[src/rtl/urv_csr_file_pkg.sv]
// Shared CSR addresses, operation encodings and helpers for the uRV CSR file.
package urv_csr_file_pkg;

  // Operation encodings; bit 2 selects the zimm operand, bits [1:0] pick RW/RS/RC.
  localparam logic [2:0] CSR_OP_CSRRW  = 3'b001;
  localparam logic [2:0] CSR_OP_CSRRS  = 3'b010;
  localparam logic [2:0] CSR_OP_CSRRC  = 3'b011;
  localparam logic [2:0] CSR_OP_CSRRWI = 3'b101;
  localparam logic [2:0] CSR_OP_CSRRSI = 3'b110;
  localparam logic [2:0] CSR_OP_CSRRCI = 3'b111;

  localparam logic [11:0] CSR_ID_CYCLE     = 12'hC00;
  localparam logic [11:0] CSR_ID_CYCLEH    = 12'hC80;
  localparam logic [11:0] CSR_ID_TIME      = 12'hC01;
  localparam logic [11:0] CSR_ID_TIMEH     = 12'hC81;
  localparam logic [11:0] CSR_ID_INSTRET   = 12'hC02;
  localparam logic [11:0] CSR_ID_INSTRETH  = 12'hC82;
  localparam logic [11:0] CSR_ID_MCYCLE    = 12'hB00;
  localparam logic [11:0] CSR_ID_MCYCLEH   = 12'hB80;
  localparam logic [11:0] CSR_ID_MINSTRET  = 12'hB02;
  localparam logic [11:0] CSR_ID_MINSTRETH = 12'hB82;
  localparam logic [11:0] CSR_ID_MSTATUS   = 12'h300;
  localparam logic [11:0] CSR_ID_MIE       = 12'h304;
  localparam logic [11:0] CSR_ID_MSCRATCH  = 12'h340;
  localparam logic [11:0] CSR_ID_MEPC      = 12'h341;
  localparam logic [11:0] CSR_ID_MCAUSE    = 12'h342;
  localparam logic [11:0] CSR_ID_MIP       = 12'h344;
  localparam logic [11:0] CSR_ID_SCRATCH1  = 12'h7C0;
  localparam logic [11:0] CSR_ID_SCRATCH2  = 12'h7C1;
  localparam logic [11:0] CSR_ID_SCRATCH3  = 12'h7C2;

  typedef enum logic [1:0] {
    CSR_KIND_NONE = 2'b00,
    CSR_KIND_RW   = 2'b01,
    CSR_KIND_RS   = 2'b10,
    CSR_KIND_RC   = 2'b11
  } csr_kind_e;

  function automatic csr_kind_e csr_kind(input logic [2:0] fun);
    return csr_kind_e'(fun[1:0]);
  endfunction

  // RW ops always write; set/clear only write when the source is non-zero.
  function automatic logic csr_write_intent(input logic [2:0] fun, input logic src_zero);
    case (csr_kind(fun))
      CSR_KIND_RW:              return 1'b1;
      CSR_KIND_RS, CSR_KIND_RC: return !src_zero;
      default:                  return 1'b0;
    endcase
  endfunction

  function automatic logic is_ext_writable(input logic [11:0] sel);
    return (sel == CSR_ID_MSTATUS) || (sel == CSR_ID_MIE) ||
           (sel == CSR_ID_MEPC)    || (sel == CSR_ID_MCAUSE);
  endfunction

endpackage

[src/rtl/urv_csr_counter.sv]
// Wide free-running counter with independently writable low/high 32-bit halves.
module urv_csr_counter #(
  parameter int g_width = 40
) (
  input  logic               clk_i,
  input  logic               rst_i,
  input  logic               inc_i,
  input  logic               wr_lo_i,
  input  logic               wr_hi_i,
  input  logic [31:0]        wdata_i,
  output logic [g_width-1:0] count_o
);

  logic [g_width-1:0] cnt_q;
  logic [g_width-1:0] cnt_d;

  // A write replaces one half and suppresses the increment on that edge.
  always_comb begin
    cnt_d = cnt_q;
    if (wr_lo_i) begin
      cnt_d[31:0] = wdata_i;
    end else if (wr_hi_i) begin
      cnt_d[g_width-1:32] = wdata_i[g_width-33:0];
    end else if (inc_i) begin
      cnt_d = cnt_q + 1'b1;
    end
  end

  always_ff @(posedge clk_i) begin
    if (rst_i) begin
      cnt_q <= '0;
    end else begin
      cnt_q <= cnt_d;
    end
  end

  assign count_o = cnt_q;

endmodule

[src/rtl/urv_csr_file.sv]
// uRV CSR file: counters, scratch bank, legality check and execute-stage registers.
// Optional feature macro: URV_CSR_INSTRET_EN (instret counter storage and writes).
module urv_csr_file
  import urv_csr_file_pkg::*;
#(
  parameter int g_counter_width = 40,
  parameter int g_num_scratch   = 1
) (
  input  logic                       clk_i,
  input  logic                       rst_i,
  input  logic                       x_stall_i,
  input  logic                       x_kill_i,
  input  logic                       d_is_csr_i,
  input  logic [2:0]                 d_fun_i,
  input  logic [4:0]                 d_csr_imm_i,
  input  logic [11:0]                d_csr_sel_i,
  input  logic                       d_csr_src_zero_i,
  input  logic [31:0]                d_rs1_i,
  input  logic                       w_retire_i,
  input  logic [g_counter_width-1:0] csr_time_i,
  input  logic [31:0]                csr_mstatus_i,
  input  logic [31:0]                csr_mip_i,
  input  logic [31:0]                csr_mie_i,
  input  logic [31:0]                csr_mepc_i,
  input  logic [31:0]                csr_mcause_i,
  output logic [31:0]                x_rd_o,
  output logic [31:0]                x_csr_write_value_o,
  output logic                       x_csr_ext_we_o,
  output logic [11:0]                x_csr_sel_o,
  output logic                       x_illegal_o
);

  logic [g_counter_width-1:0] cycle_cnt;
  logic [g_counter_width-1:0] instret_cnt;
  logic [31:0] scratch_q [g_num_scratch];
  logic [31:0] scratch_rd [4];

  logic [31:0] in2, old_val, new_val;
  logic        wr_intent, mapped, scratch_hit, illegal, commit, csr_we;
  logic [1:0]  scratch_idx;

  logic [31:0] x_rd_q, x_wval_q;
  logic        x_ext_we_q, x_illegal_q;
  logic [11:0] x_sel_q;

  // Operand, read mux and legality are all decoded from the decode-stage fields.
  always_comb begin
    in2         = d_fun_i[2] ? {27'b0, d_csr_imm_i} : d_rs1_i;
    wr_intent   = csr_write_intent(d_fun_i, d_csr_src_zero_i);
    old_val     = '0;
    mapped      = 1'b1;
    scratch_hit = 1'b0;
    scratch_idx = 2'd0;
    case (d_csr_sel_i)
      CSR_ID_CYCLE, CSR_ID_MCYCLE:       old_val = cycle_cnt[31:0];
      CSR_ID_CYCLEH, CSR_ID_MCYCLEH:     old_val = 32'(cycle_cnt >> 32);
      CSR_ID_TIME:                       old_val = csr_time_i[31:0];
      CSR_ID_TIMEH:                      old_val = 32'(csr_time_i >> 32);
      CSR_ID_INSTRET, CSR_ID_MINSTRET:   old_val = instret_cnt[31:0];
      CSR_ID_INSTRETH, CSR_ID_MINSTRETH: old_val = 32'(instret_cnt >> 32);
      CSR_ID_MSTATUS:                    old_val = csr_mstatus_i;
      CSR_ID_MIE:                        old_val = csr_mie_i;
      CSR_ID_MEPC:                       old_val = csr_mepc_i;
      CSR_ID_MCAUSE:                     old_val = csr_mcause_i;
      CSR_ID_MIP:                        old_val = csr_mip_i;
      CSR_ID_MSCRATCH: begin
        scratch_hit = 1'b1;
        scratch_idx = 2'd0;
      end
      CSR_ID_SCRATCH1: begin
        scratch_hit = 1'b1;
        scratch_idx = 2'd1;
      end
      CSR_ID_SCRATCH2: begin
        scratch_hit = 1'b1;
        scratch_idx = 2'd2;
      end
      CSR_ID_SCRATCH3: begin
        scratch_hit = 1'b1;
        scratch_idx = 2'd3;
      end
      default: mapped = 1'b0;
    endcase
    if (scratch_hit) begin
      old_val = scratch_rd[scratch_idx];
    end

    case (csr_kind(d_fun_i))
      CSR_KIND_RW: new_val = in2;
      CSR_KIND_RS: new_val = old_val | in2;
      CSR_KIND_RC: new_val = old_val & ~in2;
      default:     new_val = old_val;
    endcase

    illegal = !mapped
            || (scratch_hit && (int'(scratch_idx) >= g_num_scratch))
            || (wr_intent && (d_csr_sel_i[11:10] == 2'b11))
            || (wr_intent && ((d_csr_sel_i == CSR_ID_TIME) || (d_csr_sel_i == CSR_ID_TIMEH)
                              || (d_csr_sel_i == CSR_ID_MIP)));

    commit = !x_stall_i && d_is_csr_i && !x_kill_i && !illegal;
    csr_we = commit && wr_intent;
  end

  urv_csr_counter #(
    .g_width (g_counter_width)
  ) u_cycle (
    .clk_i   (clk_i),
    .rst_i   (rst_i),
    .inc_i   (1'b1),
    .wr_lo_i (csr_we && (d_csr_sel_i == CSR_ID_MCYCLE)),
    .wr_hi_i (csr_we && (d_csr_sel_i == CSR_ID_MCYCLEH)),
    .wdata_i (new_val),
    .count_o (cycle_cnt)
  );

`ifdef URV_CSR_INSTRET_EN
  urv_csr_counter #(
    .g_width (g_counter_width)
  ) u_instret (
    .clk_i   (clk_i),
    .rst_i   (rst_i),
    .inc_i   (w_retire_i),
    .wr_lo_i (csr_we && (d_csr_sel_i == CSR_ID_MINSTRET)),
    .wr_hi_i (csr_we && (d_csr_sel_i == CSR_ID_MINSTRETH)),
    .wdata_i (new_val),
    .count_o (instret_cnt)
  );
`else
  // Without instret storage the addresses stay legal and read as zero.
  logic unused_retire;
  assign unused_retire = w_retire_i;
  assign instret_cnt   = '0;
`endif

  // Scratch bank; reads are padded to four entries so any index decodes cleanly.
  generate
    for (genvar gi = 0; gi < 4; gi++) begin : g_scratch
      if (gi < g_num_scratch) begin : g_present
        always_ff @(posedge clk_i) begin
          if (rst_i) begin
            scratch_q[gi] <= '0;
          end else if (csr_we && scratch_hit && (scratch_idx == 2'(gi))) begin
            scratch_q[gi] <= new_val;
          end
        end
        assign scratch_rd[gi] = scratch_q[gi];
      end else begin : g_absent
        assign scratch_rd[gi] = '0;
      end
    end
  endgenerate

  always_ff @(posedge clk_i) begin
    if (rst_i) begin
      x_rd_q      <= '0;
      x_wval_q    <= '0;
      x_ext_we_q  <= 1'b0;
      x_sel_q     <= '0;
      x_illegal_q <= 1'b0;
    end else if (!x_stall_i) begin
      x_rd_q      <= old_val;
      x_wval_q    <= new_val;
      x_ext_we_q  <= csr_we && is_ext_writable(d_csr_sel_i);
      x_sel_q     <= d_csr_sel_i;
      x_illegal_q <= d_is_csr_i && !x_kill_i && illegal;
    end
  end

  assign x_rd_o              = x_rd_q;
  assign x_csr_write_value_o = x_wval_q;
  assign x_csr_ext_we_o      = x_ext_we_q;
  assign x_csr_sel_o         = x_sel_q;
  assign x_illegal_o         = x_illegal_q;

endmodule

[config.mk]
export PLATFORM = sky130hd
export DESIGN_NAME = urv_csr_file
export DESIGN_NICKNAME = d
export VERILOG_FILES = /design/src/rtl/urv_csr_file_pkg.sv /design/src/rtl/urv_csr_counter.sv /design/src/rtl/urv_csr_file.sv
export SDC_FILE = /design/constraint.sdc
export NUM_CORES = 1
export LEC_CHECK = 0
export ABC_AREA = 1
export CAP_MARGIN = 10
export CORE_ASPECT_RATIO = 0.7
export CORE_MARGIN = 2
export CORE_UTILIZATION = 43
export DETAILED_ROUTE_END_ITERATION = 12
export PLACE_DENSITY = 0.72
export SKIP_CTS_REPAIR_TIMING = 1
export SLEW_MARGIN = 20
export SYNTH_ARGS = -nofsm -noshare
export SYNTH_HDL_FRONTEND = slang
export SYNTH_SLANG_ARGS = --single-unit
[constraint.sdc]
create_clock -name clk_i -period 7.5 [get_ports clk_i]
set_clock_uncertainty 0.1 [all_clocks]
set_input_delay 1.125 -clock clk_i [delete_from_list [all_inputs] [get_ports clk_i]]
set_output_delay 1.125 -clock clk_i [all_outputs]
set_load 0.005 [all_outputs]
==> impl_results.html, run 1 <==
<table>
<tr><th>Metric</th><th>Value</th></tr>
<tr><th colspan="2">Global routing</th></tr>
<tr><td>Wire length of the first global-routing pass</td><td>70700 um</td></tr>
<tr><td>Leftover overflow at the end of global routing</td><td>0</td></tr>
<tr><td>Maximum number of pins on one net before global-route repair</td><td>72</td></tr>
<tr><td>Vias in the first global route</td><td>10900</td></tr>
<tr><td>Overall global routing resource usage</td><td>0.378</td></tr>
<tr><td>Initial antenna violation count</td><td>4</td></tr>
<tr><th colspan="2">Die</th></tr>
<tr><td>Num rows</td><td>47</td></tr>
<tr><td>Total core area</td><td>23500 um^2</td></tr>
<tr><td>Initial core utilization</td><td>0.436</td></tr>
<tr><td>Die extent in x</td><td>188 um</td></tr>
<tr><td>Die Area</td><td>25100 um^2</td></tr>
<tr><td>Number of top-level pins</td><td>337</td></tr>
<tr><td>Height of the die</td><td>133 um</td></tr>
<tr><th colspan="2">Detailed routing</th></tr>
<tr><td>DRC violation total after the first TritonRoute iteration</td><td>1511</td></tr>
<tr><td>Routed length per instance</td><td>20.7 um</td></tr>
<tr><td>Total via count in the routed design</td><td>12600</td></tr>
<tr><td>Ratio of routed vias to standard cells</td><td>5.38</td></tr>
<tr><td>Post-Route WL</td><td>48400 um</td></tr>
<tr><td>Pre-antenna DRT Iters</td><td>6</td></tr>
<tr><td>Remaining number of nets flagged by the antenna check after routing</td><td>0</td></tr>
<tr><td>DRC Markers</td><td>0</td></tr>
<tr><th colspan="2">Place</th></tr>
<tr><td>Cell area after placement</td><td>13700 um^2</td></tr>
<tr><td>Port Buffer Count</td><td>335</td></tr>
<tr><td>Placer's final routability congestion estimate</td><td>0.981</td></tr>
<tr><td>Hpwl dp</td><td>36700 um</td></tr>
<tr><td>Placed cell count</td><td>2308</td></tr>
<tr><th colspan="2">Timing</th></tr>
<tr><td>Tcrit/Tclk final</td><td>0.635</td></tr>
<tr><td>Unrepaired setup endpoints after global routing</td><td>false</td></tr>
<tr><td>Fmax</td><td>210 MHz</td></tr>
<tr><td>Transition at the pin with the smallest max-transition slack</td><td>1.03 ns</td></tr>
<tr><td>Max_slew headroom</td><td>0.311</td></tr>
<tr><td>Max Slew Vio Count</td><td>0</td></tr>
<tr><td>Aggregate negative setup slack</td><td>0 ns</td></tr>
<tr><td>Final Critical Period</td><td>4.76 ns</td></tr>
<tr><td>Endpoints failing hold</td><td>0</td></tr>
<tr><td>Final setup violation count</td><td>0</td></tr>
<tr><th colspan="2">Layout</th></tr>
<tr><td>Layout overhead on the synthesized area</td><td>39.6%</td></tr>
<tr><td>Post-route core utilization</td><td>0.608</td></tr>
<tr><td>Non-filler instance count after layout</td><td>2342</td></tr>
<tr><td>Most common cell after layout, fill and taps aside</td><td>sky130_fd_sc_hd__nand2_1</td></tr>
<tr><td>Ratio of cells with drive above 1 in the final layout</td><td>0.0534</td></tr>
<tr><td>Net count reported at finish</td><td>2269</td></tr>
<tr><td>Leading cell types in the layout, fill and taps excluded</td><td>sky130_fd_sc_hd__nand2_1 (617), sky130_fd_sc_hd__clkdlybuf4s50_1 (333), sky130_fd_sc_hd__nor2_1 (281)</td></tr>
<tr><td>Fin area</td><td>14300 um^2</td></tr>
<tr><th colspan="2">Synth</th></tr>
<tr><td>Distinct cell type count of the synthesized netlist</td><td>40</td></tr>
<tr><td>Sequential-to-total area share from yosys stat</td><td>0.324</td></tr>
<tr><td>Share of flip-flops with an asynchronous set or reset after synthesis</td><td>0</td></tr>
<tr><td>Mapped Area</td><td>10200 um^2</td></tr>
<tr><td>Syn Area/Cell</td><td>5.95 um^2</td></tr>
<tr><td>Synth warn</td><td>0</td></tr>
<tr><td>Number of flops mapped to enable cells by yosys</td><td>32</td></tr>
<tr><td>Post-synthesis net count</td><td>1982</td></tr>
<tr><td>Flop and latch count out of synthesis</td><td>150</td></tr>
<tr><td>Dominant register cell in the synthesized netlist</td><td>sky130_fd_sc_hd__dfxtp_1</td></tr>
<tr><td>Synthesized instance count</td><td>1722</td></tr>
<tr><th colspan="2">CTS</th></tr>
<tr><td>Clock Tree Root</td><td>sky130_fd_sc_hd__clkbuf_16</td></tr>
<tr><td>Clock sink count</td><td>150</td></tr>
<tr><td>TritonCTS clock tree</td><td>built</td></tr>
<tr><td>Clock buffer count from CTS</td><td>17</td></tr>
<tr><td>Number of buffers between clock root and the deepest sink</td><td>2</td></tr>
<tr><td>CTS H-tree depth</td><td>4</td></tr>
<tr><td>Reg clk slew, reported paths</td><td>0.07 ns</td></tr>
<tr><td>Clk Latency, worst-skew pair</td><td>0.44 ns</td></tr>
<tr><th colspan="2">Critical path</th></tr>
<tr><td>Highest fanout seen on the critical path</td><td>51</td></tr>
<tr><td>Type of origin of the critical path</td><td>input pin</td></tr>
<tr><td>Data arrival time of the worst path</td><td>5.03 ns</td></tr>
<tr><td>Critical path startpoint</td><td>d_csr_sel_i[0]</td></tr>
<tr><td>Worst r2r src</td><td>u_cycle.count_o[0]$_SDFFE_PP0P_</td></tr>
<tr><td>Required time at the endpoint of the critical path</td><td>7.77 ns</td></tr>
<tr><td>Setup Crit Path Kind</td><td>in -&gt; reg</td></tr>
<tr><td>Type of element capturing the critical path</td><td>register</td></tr>
<tr><th colspan="2">Worst hold path</th></tr>
<tr><td>Hold/Removal Path Class</td><td>reg -&gt; reg</td></tr>
<tr><td>Start point of the worst hold path</td><td>x_csr_write_value_o[15]$_SDFFE_PP0N_</td></tr>
<tr><th colspan="2">Job</th></tr>
<tr><td>Maximum Capacitance Violations</td><td>0</td></tr>
<tr><th colspan="2">Power</th></tr>
<tr><td>Pwr per Cell Area</td><td>150 nW/um^2</td></tr>
<tr><td>Leakage power of the design</td><td>6.38 nW</td></tr>
<tr><td>Max IR drop VDD</td><td>0.125 mV</td></tr>
<tr><th colspan="2">Outcome</th></tr>
<tr><td>Result of the run</td><td>finished clean</td></tr>
</table>
[logic make-up after synthesis]
family	synth area share
flip-flops	0.324
adder cells (fa/ha/maj)	0.00122
buffers and inverters	0.0915
XOR/XNOR	0.0120
AND/OR/NAND/NOR	0.451
AO/OA/AOI/OAI	0.120
[cell usage after synthesis, types with 2 or more instances]
| library cell | instances | area, um^2 |
|---|---|---|
| sky130_fd_sc_hd__nor2_1 | 281 | 1050 |
| sky130_fd_sc_hd__xor2_1 | 12 | 105 |
| sky130_fd_sc_hd__nor2_4 | 13 | 146 |
| sky130_fd_sc_hd__xnor2_1 | 2 | 17.5 |
| sky130_fd_sc_hd__nand4_1 | 18 | 113 |
| sky130_fd_sc_hd__and2_1 | 4 | 25.0 |
| sky130_fd_sc_hd__nand2_4 | 4 | 45.0 |
| sky130_fd_sc_hd__o211ai_1 | 14 | 105 |
| sky130_fd_sc_hd__o21bai_1 | 3 | 22.5 |
| sky130_fd_sc_hd__dfxtp_1 | 118 | 2360 |
| sky130_fd_sc_hd__a21oi_1 | 91 | 455 |
| sky130_fd_sc_hd__buf_6 | 5 | 56.3 |
| sky130_fd_sc_hd__buf_4 | 3 | 22.5 |
| sky130_fd_sc_hd__nand2_2 | 10 | 62.6 |
| sky130_fd_sc_hd__nor2_2 | 15 | 93.8 |
| sky130_fd_sc_hd__clkinv_1 | 2 | 7.51 |
| sky130_fd_sc_hd__nand3_4 | 2 | 35.0 |
| sky130_fd_sc_hd__o21ai_1 | 6 | 30.0 |
| sky130_fd_sc_hd__edfxtp_1 | 32 | 961 |
| sky130_fd_sc_hd__clkbuf_1 | 39 | 146 |
| sky130_fd_sc_hd__inv_4 | 2 | 12.5 |
| sky130_fd_sc_hd__nand3_2 | 2 | 20.0 |
| sky130_fd_sc_hd__a21oi_2 | 4 | 35.0 |
| sky130_fd_sc_hd__inv_2 | 10 | 37.5 |
| sky130_fd_sc_hd__o22ai_1 | 2 | 12.5 |
| sky130_fd_sc_hd__nand3_1 | 104 | 521 |
| sky130_fd_sc_hd__nor3_1 | 16 | 80.1 |
| sky130_fd_sc_hd__nand3b_1 | 6 | 45.0 |
| sky130_fd_sc_hd__buf_2 | 28 | 140 |
| sky130_fd_sc_hd__inv_1 | 136 | 510 |
| sky130_fd_sc_hd__nand2_1 | 617 | 2320 |
| sky130_fd_sc_hd__o21ai_0 | 113 | 566 |
[power breakdown]
group | switching [mW] | internal, mW
clock | 0.415 | 0.509
combinational | 0.157 | 0.191
sequential | 0.0170 | 0.856
[sequential cells by signal (all words and copies together) (netlist names)]
signal               flops
scratch_q               32
u_cycle.count_o         40
x_csr_ext_we_o           1
x_csr_sel_o             12
x_csr_write_value_o     32
x_illegal_o              1
x_rd_o                  32
[area by class of cell]
type	count	area, um^2
antenna	2	5.00
clock buffer	18	429
clock inverter	14	185
fill	2242	9220
inverter	150	568
multi-input combinational	1346	5980
sequential	150	3320
tap	318	398
timing repair buffer	344	3410
[layer usage]
metal / GRT usage / part of all wire / vias up
met3: 0.0861 / 0.11 / 32
met2: 0.540 / 0.41 / 698
li1: - / - / 6036
met5: 0 / 0.00056 / -
met1: 0.584 / 0.46 / 5823
met4: 0.0556 / 0.0088 / 4
[through the flow]
stage	power, mW	hold slack, ns	worst slack [ns]
2_1_floorplan	0.998	0.352	4.12
5_1_grt	2.21	0.405	2.45
3_5_place_dp	1.23	0.365	2.34
3_3_place_gp	1.23	0.358	2.40
4_1_cts	2.14	0.387	2.78
6_report	2.14	0.380	2.74
[worst max-delay path: stages]
cell                              delay (ns)
sky130_fd_sc_hd__clkdlybuf4s50_1        0.53
sky130_fd_sc_hd__nor2_2                 0.23
sky130_fd_sc_hd__nand2_4                0.10
sky130_fd_sc_hd__nor2_4                 0.39
sky130_fd_sc_hd__nand2_1                0.38
sky130_fd_sc_hd__nand2_1                0.26
sky130_fd_sc_hd__nor2_1                 0.10
sky130_fd_sc_hd__nand3_4                0.13
sky130_fd_sc_hd__nand4_4                0.59
sky130_fd_sc_hd__inv_2                  0.81
sky130_fd_sc_hd__nand2_1                0.11
sky130_fd_sc_hd__nand2_1                0.08
sky130_fd_sc_hd__nand2_1                0.05
sky130_fd_sc_hd__a21oi_1                0.14
[final timing paths]
kind / end / slack, ns / cells after the start
min reg2reg: x_csr_write_value_o[15]$_SDFFE_PP0N_ / 0.38 / 2
max reg2reg: u_cycle.count_o[34]$_SDFFE_PP0N_ / 4.79 / 15
max: u_cycle.count_o[26]$_SDFFE_PP0P_ / 2.74 / 14
min: x_csr_write_value_o[15]$_SDFFE_PP0N_ / 0.38 / 2
No activity file was read; power rests on OpenSTA's default activity.
==> run 2: changes to the inputs <==
PLACE_DENSITY = 0.75   (was 0.72)
clock period = 4.15 ns   (was 7.5 ns; I/O delays follow)
==> run 2 against run 1 <==
Final area rose by 1.3%. Sequential share of layout area fell by 0.30 points. Final cell count rose by 1.0%. Combinational power rose by 81%. Via count rose by 2.0%. Largest power group unchanged. Critical path type unchanged. Sequential cell count did not move. Total power rose by 78%. Clock power rose by 74%. Clock-buffer cell count did not move.
==> impl_results.html, run 2 (same netlist as run 1, synthesis figures left out) <==
<table>
<tr><th>Metric</th><th>Value</th></tr>
<tr><th colspan="2">CTS</th></tr>
<tr><td>Reg clk slew, reported paths</td><td>0.07 ns</td></tr>
<tr><td>Clock sink count</td><td>150</td></tr>
<tr><td>Clock Tree Root</td><td>sky130_fd_sc_hd__clkbuf_16</td></tr>
<tr><td>TritonCTS clock tree</td><td>built</td></tr>
<tr><td>Number of buffers between clock root and the deepest sink</td><td>2</td></tr>
<tr><td>Clk Latency, worst-skew pair</td><td>0.44 ns</td></tr>
<tr><td>Clock buffer count from CTS</td><td>17</td></tr>
<tr><td>CTS H-tree depth</td><td>4</td></tr>
<tr><th colspan="2">Timing</th></tr>
<tr><td>Max Slew Vio Count</td><td>0</td></tr>
<tr><td>Unrepaired setup endpoints after global routing</td><td>false</td></tr>
<tr><td>Final Critical Period</td><td>3.24 ns</td></tr>
<tr><td>Worst hold margin</td><td>0.369 ns</td></tr>
<tr><td>Fmax</td><td>308 MHz</td></tr>
<tr><td>Endpoints failing hold</td><td>0</td></tr>
<tr><td>Transition at the pin with the smallest max-transition slack</td><td>1.06 ns</td></tr>
<tr><td>Aggregate negative setup slack</td><td>0 ns</td></tr>
<tr><td>Final setup violation count</td><td>0</td></tr>
<tr><td>Tcrit/Tclk final</td><td>0.781</td></tr>
<tr><td>Max_slew headroom</td><td>0.293</td></tr>
<tr><th colspan="2">Global routing</th></tr>
<tr><td>Vias in the first global route</td><td>11400</td></tr>
<tr><td>Initial antenna violation count</td><td>5</td></tr>
<tr><td>Wire length of the first global-routing pass</td><td>68900 um</td></tr>
<tr><td>Leftover overflow at the end of global routing</td><td>0</td></tr>
<tr><td>Global routing's busiest layer</td><td>met1</td></tr>
<tr><td>GR met1 Demand/Resource</td><td>0.535</td></tr>
<tr><td>GR Layer Usage met3</td><td>0.0848</td></tr>
<tr><td>Maximum number of pins on one net before global-route repair</td><td>64</td></tr>
<tr><td>Met2 capacity usage during global routing</td><td>0.529</td></tr>
<tr><td>Overall global routing resource usage</td><td>0.364</td></tr>
<tr><th colspan="2">Layout</th></tr>
<tr><td>Most common cell after layout, fill and taps aside</td><td>sky130_fd_sc_hd__nand2_1</td></tr>
<tr><td>Layout overhead on the synthesized area</td><td>41.4%</td></tr>
<tr><td>Leading cell types in the layout, fill and taps excluded</td><td>sky130_fd_sc_hd__nand2_1 (617), sky130_fd_sc_hd__clkdlybuf4s50_1 (333), sky130_fd_sc_hd__nor2_1 (281)</td></tr>
<tr><td>Largest register FFs</td><td>40</td></tr>
<tr><td>Total of fill cells in the finished design</td><td>2233</td></tr>
<tr><td>Ratio of cells with drive above 1 in the final layout</td><td>0.0636</td></tr>
<tr><td>Net count reported at finish</td><td>2291</td></tr>
<tr><th colspan="2">Power</th></tr>
<tr><td>Relative contribution of sequential cells to total power</td><td>0.413</td></tr>
<tr><td>Max IR drop VDD</td><td>0.272 mV</td></tr>
<tr><td>Psw</td><td>1.02 mW</td></tr>
<tr><td>Share of total power consumed by net switching</td><td>0.267</td></tr>
<tr><td>Clk pwr share</td><td>0.422</td></tr>
<tr><td>Combinational Power Share</td><td>0.165</td></tr>
<tr><td>Leakage power of the design</td><td>6.48 nW</td></tr>
<tr><td>Internal</td><td>2.80 mW</td></tr>
<tr><td>Pwr per Cell Area</td><td>264 nW/um^2</td></tr>
<tr><th colspan="2">Detailed routing</th></tr>
<tr><td>Ratio of routed vias to standard cells</td><td>5.43</td></tr>
<tr><td>Routed length per instance</td><td>19.7 um</td></tr>
<tr><td>Remaining number of nets flagged by the antenna check after routing</td><td>0</td></tr>
<tr><td>DRC violation total after the first TritonRoute iteration</td><td>1659</td></tr>
<tr><td>Pre-antenna DRT Iters</td><td>5</td></tr>
<tr><td>DRC Markers</td><td>0</td></tr>
<tr><td>Post-Route WL</td><td>46600 um</td></tr>
<tr><td>Total via count in the routed design</td><td>12800</td></tr>
<tr><th colspan="2">Die</th></tr>
<tr><td>Die extent in x</td><td>188 um</td></tr>
<tr><td>Num rows</td><td>47</td></tr>
<tr><td>Initial core utilization</td><td>0.436</td></tr>
<tr><td>Total core area</td><td>23500 um^2</td></tr>
<tr><td>Die Area</td><td>25100 um^2</td></tr>
<tr><td>Number of top-level pins</td><td>337</td></tr>
<tr><td>Height of the die</td><td>133 um</td></tr>
<tr><th colspan="2">Critical path</th></tr>
<tr><td>Data arrival time of the worst path</td><td>3.45 ns</td></tr>
<tr><td>Slowest cell on crit path</td><td>sky130_fd_sc_hd__clkdlybuf4s50_1</td></tr>
<tr><td>Worst path most repeated cell</td><td>sky130_fd_sc_hd__nand2_1</td></tr>
<tr><td>Type of element capturing the critical path</td><td>register</td></tr>
<tr><td>Kind of cell adding the most delay to the critical path</td><td>simple AND/OR/NAND/NOR gates</td></tr>
<tr><td>Buffers plus inverters on the worst setup path</td><td>2</td></tr>
<tr><td>Type of origin of the critical path</td><td>input pin</td></tr>
<tr><td>Highest fanout seen on the critical path</td><td>26</td></tr>
<tr><td>Setup Crit Path Kind</td><td>in -&gt; reg</td></tr>
<tr><td>Required time at the endpoint of the critical path</td><td>4.36 ns</td></tr>
<tr><td>Ordered cell list for the critical path</td><td>clkdlybuf4s50_1, nand2_1, nor2_4, nand2_1, nor2_2, buf_4, nand2_1, nand4_1, nand3b_1, nand2_1, o21ai_0, and2_1</td></tr>
<tr><td>Longest individual stage delay on the worst path</td><td>0.61 ns</td></tr>
<tr><th colspan="2">Place</th></tr>
<tr><td>Hpwl dp</td><td>36000 um</td></tr>
<tr><td>Port Buffer Count</td><td>335</td></tr>
<tr><td>Placer's final routability congestion estimate</td><td>0.973</td></tr>
<tr><th colspan="2">Outcome</th></tr>
<tr><td>Result of the run</td><td>finished clean</td></tr>
<tr><th colspan="2">Worst hold path</th></tr>
<tr><td>Hold/Removal Path Class</td><td>reg -&gt; reg</td></tr>
<tr><th colspan="2">Job</th></tr>
<tr><td>Maximum Capacitance Violations</td><td>0</td></tr>
</table>
## run 2: cell count changes in the layout (fill, tap and decap cells not counted), sizes merged
cell      before  now
diode          2    4
buf           11   33
clkinvlp       0    3
clkinv         5    2
## run 2: power groups by stage
stage | logic (mW) | clock network, mW | registers [mW]
5_1_grt | 0.675 | 1.69 | 1.58
2_1_floorplan | 0.195 | 0 | 1.61
6_report | 0.631 | 1.61 | 1.58
4_1_cts | 0.622 | 1.62 | 1.58
3_5_place_dp | 0.618 | 0 | 1.61
3_3_place_gp | 0.610 | 0 | 1.61
## run 2: final timing paths
check / start / endpoint / depth (start not counted) / slack, ns
min reg2reg: x_illegal_o$_SDFFE_PP0N_ / x_illegal_o$_SDFFE_PP0N_ / 2 / 0.37
min: x_illegal_o$_SDFFE_PP0N_ / x_illegal_o$_SDFFE_PP0N_ / 2 / 0.37
max reg2reg: u_cycle.count_o[1]$_SDFFE_PP0P_ / u_cycle.count_o[34]$_SDFFE_PP0N_ / 15 / 1.48
max: d_csr_sel_i[0] / scratch_q[0][13]$_SDFFCE_PN0P_ / 12 / 0.91
## run 2: layout make-up
cell class,count,area [um^2],share of cell area
clock inverters,14,163,0.0112
repair buffers,366,3610,0.249
flip-flops and latches,150,3320,0.229
diodes,4,10.0,0.000691
clock buffers,18,429,0.0296
multi-input cells,1346,5980,0.413
inverters,150,568,0.0392
well taps,318,398,0.0275
## run 2: stage by stage
| stage | cell area (um^2) | setup WS (ns) | total power, mW | util | cells |
|---|---|---|---|---|---|
| after floorplan | 10200 | 1.28 | 1.80 | - | 1722 |
| after global placement | 13900 | 0.596 | 2.22 | 0.590 | 2330 |
| after detailed placement | 13900 | 0.554 | 2.23 | 0.590 | 2330 |
| after CTS | 14500 | 1.00 | 3.82 | 0.616 | 2362 |
| after global routing | 14500 | 0.703 | 3.95 | 0.616 | 2366 |
| final | 14500 | 0.908 | 3.82 | 0.616 | 2366 |
## run 2: layer usage
layer	routed length, um	vias to the layer above
li1	-	6086
met1	20600	5962
met2	19300	720
met3	5550	73
met4	1070	2
met5	13	-
## run 2: tightest hold or removal path, cell delays in order, from the launching register on
cell and delay, ns:
sky130_fd_sc_hd__dfxtp_1 0.31, sky130_fd_sc_hd__nand2_1 0.06, sky130_fd_sc_hd__a21oi_1 0.06
==> run 3: changes to the inputs <==
clock period = 2.8 ns   (was 4.15 ns; I/O delays follow)
==> run 3 against run 2 <==
Sequential cell count unchanged. Total power increased by 47%. Sequential power increased by 48%. Sequential share of layout area fell by 1.9 points. Final area rose by 9.1%. Worst hold slack improved by 0.014 ns. Critical path type unchanged.
==> impl_results.html, run 3 (same netlist as run 1, synthesis figures left out) <==
<table>
<tr><th>Metric</th><th>Value</th></tr>
<tr><th colspan="2">Job</th></tr>
<tr><td>Maximum Capacitance Violations</td><td>0</td></tr>
<tr><th colspan="2">Timing</th></tr>
<tr><td>Max Slew Vio Count</td><td>0</td></tr>
<tr><td>Final setup violation count</td><td>0</td></tr>
<tr><td>Max_slew headroom</td><td>0.496</td></tr>
<tr><td>Endpoints failing hold</td><td>0</td></tr>
<tr><td>Setup slack of the critical path after layout</td><td>0.130 ns</td></tr>
<tr><td>Final Critical Period</td><td>2.67 ns</td></tr>
<tr><td>Transition at the pin with the smallest max-transition slack</td><td>0.751 ns</td></tr>
<tr><td>Fmax</td><td>375 MHz</td></tr>
<tr><td>Aggregate negative setup slack</td><td>0 ns</td></tr>
<tr><td>Unrepaired setup endpoints after global routing</td><td>false</td></tr>
<tr><td>Tcrit/Tclk final</td><td>0.954</td></tr>
<tr><th colspan="2">Detailed routing</th></tr>
<tr><td>Remaining number of nets flagged by the antenna check after routing</td><td>0</td></tr>
<tr><td>Total via count in the routed design</td><td>13400</td></tr>
<tr><td>Post-Route WL</td><td>51000 um</td></tr>
<tr><td>Ratio of routed vias to standard cells</td><td>5.33</td></tr>
<tr><td>DRC Markers</td><td>0</td></tr>
<tr><td>Pre-antenna DRT Iters</td><td>6</td></tr>
<tr><td>Routed length per instance</td><td>20.3 um</td></tr>
<tr><td>DRC violation total after the first TritonRoute iteration</td><td>1645</td></tr>
<tr><th colspan="2">Die</th></tr>
<tr><td>Initial core utilization</td><td>0.436</td></tr>
<tr><td>Height of the die</td><td>133 um</td></tr>
<tr><td>Number of top-level pins</td><td>337</td></tr>
<tr><td>Total core area</td><td>23500 um^2</td></tr>
<tr><td>Num rows</td><td>47</td></tr>
<tr><td>Die Area</td><td>25100 um^2</td></tr>
<tr><td>Die extent in x</td><td>188 um</td></tr>
<tr><th colspan="2">Critical path</th></tr>
<tr><td>Required time at the endpoint of the critical path</td><td>3.00 ns</td></tr>
<tr><td>Highest fanout seen on the critical path</td><td>15</td></tr>
<tr><td>Critical R2R Capture</td><td>u_cycle.count_o[34]$_SDFFE_PP0N_</td></tr>
<tr><td>Setup Crit Path Kind</td><td>in -&gt; reg</td></tr>
<tr><td>Cell count of the worst reg-to-reg path</td><td>14</td></tr>
<tr><td>Worst r2r src</td><td>u_cycle.count_o[1]$_SDFFE_PP0P_</td></tr>
<tr><td>Data arrival time of the worst path</td><td>2.87 ns</td></tr>
<tr><td>Type of origin of the critical path</td><td>input pin</td></tr>
<tr><td>Type of element capturing the critical path</td><td>register</td></tr>
<tr><td>Register-to-register setup slack</td><td>0.21 ns</td></tr>
<tr><th colspan="2">Global routing</th></tr>
<tr><td>Initial antenna violation count</td><td>6</td></tr>
<tr><td>Vias in the first global route</td><td>12100</td></tr>
<tr><td>Maximum number of pins on one net before global-route repair</td><td>102</td></tr>
<tr><td>Wire length of the first global-routing pass</td><td>74500 um</td></tr>
<tr><td>Leftover overflow at the end of global routing</td><td>0</td></tr>
<tr><td>Overall global routing resource usage</td><td>0.400</td></tr>
<tr><th colspan="2">Worst hold path</th></tr>
<tr><td>Start point of the worst hold path</td><td>x_csr_ext_we_o$_SDFFE_PP0N_</td></tr>
<tr><td>Worst hold path depth</td><td>2</td></tr>
<tr><td>Hold-critical path endpoint</td><td>x_csr_ext_we_o$_SDFFE_PP0N_</td></tr>
<tr><td>Hold/Removal Path Class</td><td>reg -&gt; reg</td></tr>
<tr><th colspan="2">Layout</th></tr>
<tr><td>Largest register FFs</td><td>40</td></tr>
<tr><td>Most common cell after layout, fill and taps aside</td><td>sky130_fd_sc_hd__nand2_1</td></tr>
<tr><td>Net count reported at finish</td><td>2436</td></tr>
<tr><td>Non-filler instance count after layout</td><td>2512</td></tr>
<tr><td>Ratio of cells with drive above 1 in the final layout</td><td>0.128</td></tr>
<tr><td>Leading cell types in the layout, fill and taps excluded</td><td>sky130_fd_sc_hd__nand2_1 (617), sky130_fd_sc_hd__clkdlybuf4s50_1 (333), sky130_fd_sc_hd__nor2_1 (279)</td></tr>
<tr><td>Post-route core utilization</td><td>0.672</td></tr>
<tr><td>Layout overhead on the synthesized area</td><td>54.3%</td></tr>
<tr><th colspan="2">Power</th></tr>
<tr><td>Leakage power of the design</td><td>7.28 nW</td></tr>
<tr><td>Pwr per Cell Area</td><td>357 nW/um^2</td></tr>
<tr><td>Max IR drop VDD</td><td>0.405 mV</td></tr>
<tr><td>Pwr Total</td><td>5.64 mW</td></tr>
<tr><th colspan="2">Place</th></tr>
<tr><td>Placed cell count</td><td>2475</td></tr>
<tr><td>Worst slack after detailed placement</td><td>-0.322 ns</td></tr>
<tr><td>Placer's final routability congestion estimate</td><td>1.01</td></tr>
<tr><td>Port Buffer Count</td><td>335</td></tr>
<tr><td>Hpwl dp</td><td>40600 um</td></tr>
<tr><th colspan="2">CTS</th></tr>
<tr><td>Clock Tree Root</td><td>sky130_fd_sc_hd__clkbuf_16</td></tr>
<tr><td>CTS H-tree depth</td><td>4</td></tr>
<tr><td>TritonCTS clock tree</td><td>built</td></tr>
<tr><td>Clk Latency, worst-skew pair</td><td>0.45 ns</td></tr>
<tr><td>Reg clk slew, reported paths</td><td>0.07 ns</td></tr>
<tr><td>Clock sink count</td><td>150</td></tr>
<tr><td>Clock buffer count from CTS</td><td>17</td></tr>
<tr><td>Number of buffers between clock root and the deepest sink</td><td>2</td></tr>
<tr><th colspan="2">Outcome</th></tr>
<tr><td>Result of the run</td><td>finished clean</td></tr>
</table>
## run 3: cell count changes in the layout (fill, tap and decap cells not counted), sizes merged
| cell | before | now |
|---|---|---|
| diode | 4 | 5 |
| bufinv | 2 | 0 |
| clkinvlp | 3 | 0 |
| clkinv | 2 | 8 |
| buf | 33 | 178 |
| inv | 157 | 156 |
## run 3: how the worst max path moves through the flow
stage	from	end	slack (ns)	depth (start not counted)
finish	d_csr_sel_i[5]	u_cycle.count_o[20]$_SDFFE_PP0P_	0.13	17
global route	d_csr_sel_i[4]	x_csr_write_value_o[17]$_SDFFE_PP0N_	0.003	17
floorplan	d_csr_sel_i[11]	scratch_q[0][0]$_SDFFCE_PN0P_	0.13	12
detailed placement	d_csr_sel_i[5]	x_csr_write_value_o[17]$_SDFFE_PP0N_	-0.32	17
global placement	d_csr_sel_i[5]	x_csr_write_value_o[17]$_SDFFE_PP0N_	-0.28	17
CTS	d_csr_sel_i[4]	u_cycle.count_o[20]$_SDFFE_PP0P_	0.04	17
## run 3: power breakdown
group	internal, mW	leakage [nW]	switching, mW
clock network	1.18	0.279	1.09
registers	2.29	1.27	0.0474
logic	0.576	5.73	0.452
## run 3: stage by stage
stage                     hold WS, ns  area [um^2]
after floorplan                 0.352        10200
after global placement          0.352        15200
after detailed placement        0.364        15200
after CTS                       0.374        15800
after global routing            0.395        15800
final                           0.383        15800
## run 3: area by class of cell
class	instances	area, um^2
timing repair buffer	511	4930
multi-input combinational	1346	6020
clock buffer	18	439
antenna	5	12.5
clock inverter	14	118
tap	318	398
fill	2160	7720
inverter	150	568
sequential	150	3320
## run 3: worst max-delay path, stage by stage
cell                              delay (ns)
sky130_fd_sc_hd__clkdlybuf4s50_1        0.53
sky130_fd_sc_hd__inv_1                  0.07
sky130_fd_sc_hd__nand2_1                0.15
sky130_fd_sc_hd__nor2_4                 0.07
sky130_fd_sc_hd__nand2_2                0.15
sky130_fd_sc_hd__nor2_2                 0.07
sky130_fd_sc_hd__buf_12                 0.16
sky130_fd_sc_hd__buf_4                  0.15
sky130_fd_sc_hd__nand2_1                0.06
sky130_fd_sc_hd__nand2_1                0.07
sky130_fd_sc_hd__nor2_1                 0.16
sky130_fd_sc_hd__nand3_1                0.19
sky130_fd_sc_hd__a21oi_4                0.23
sky130_fd_sc_hd__buf_4                  0.15
sky130_fd_sc_hd__nand2_1                0.05
sky130_fd_sc_hd__nand3_1                0.10
sky130_fd_sc_hd__a21oi_1                0.08
## run 3: layer usage
layer	global-route usage	part of all wire	wire (um)
met3	0.121	0.13	6660
met4	0.100	0.017	864
met1	0.592	0.44	22600
met2	0.563	0.41	20900
met5	0	0	0
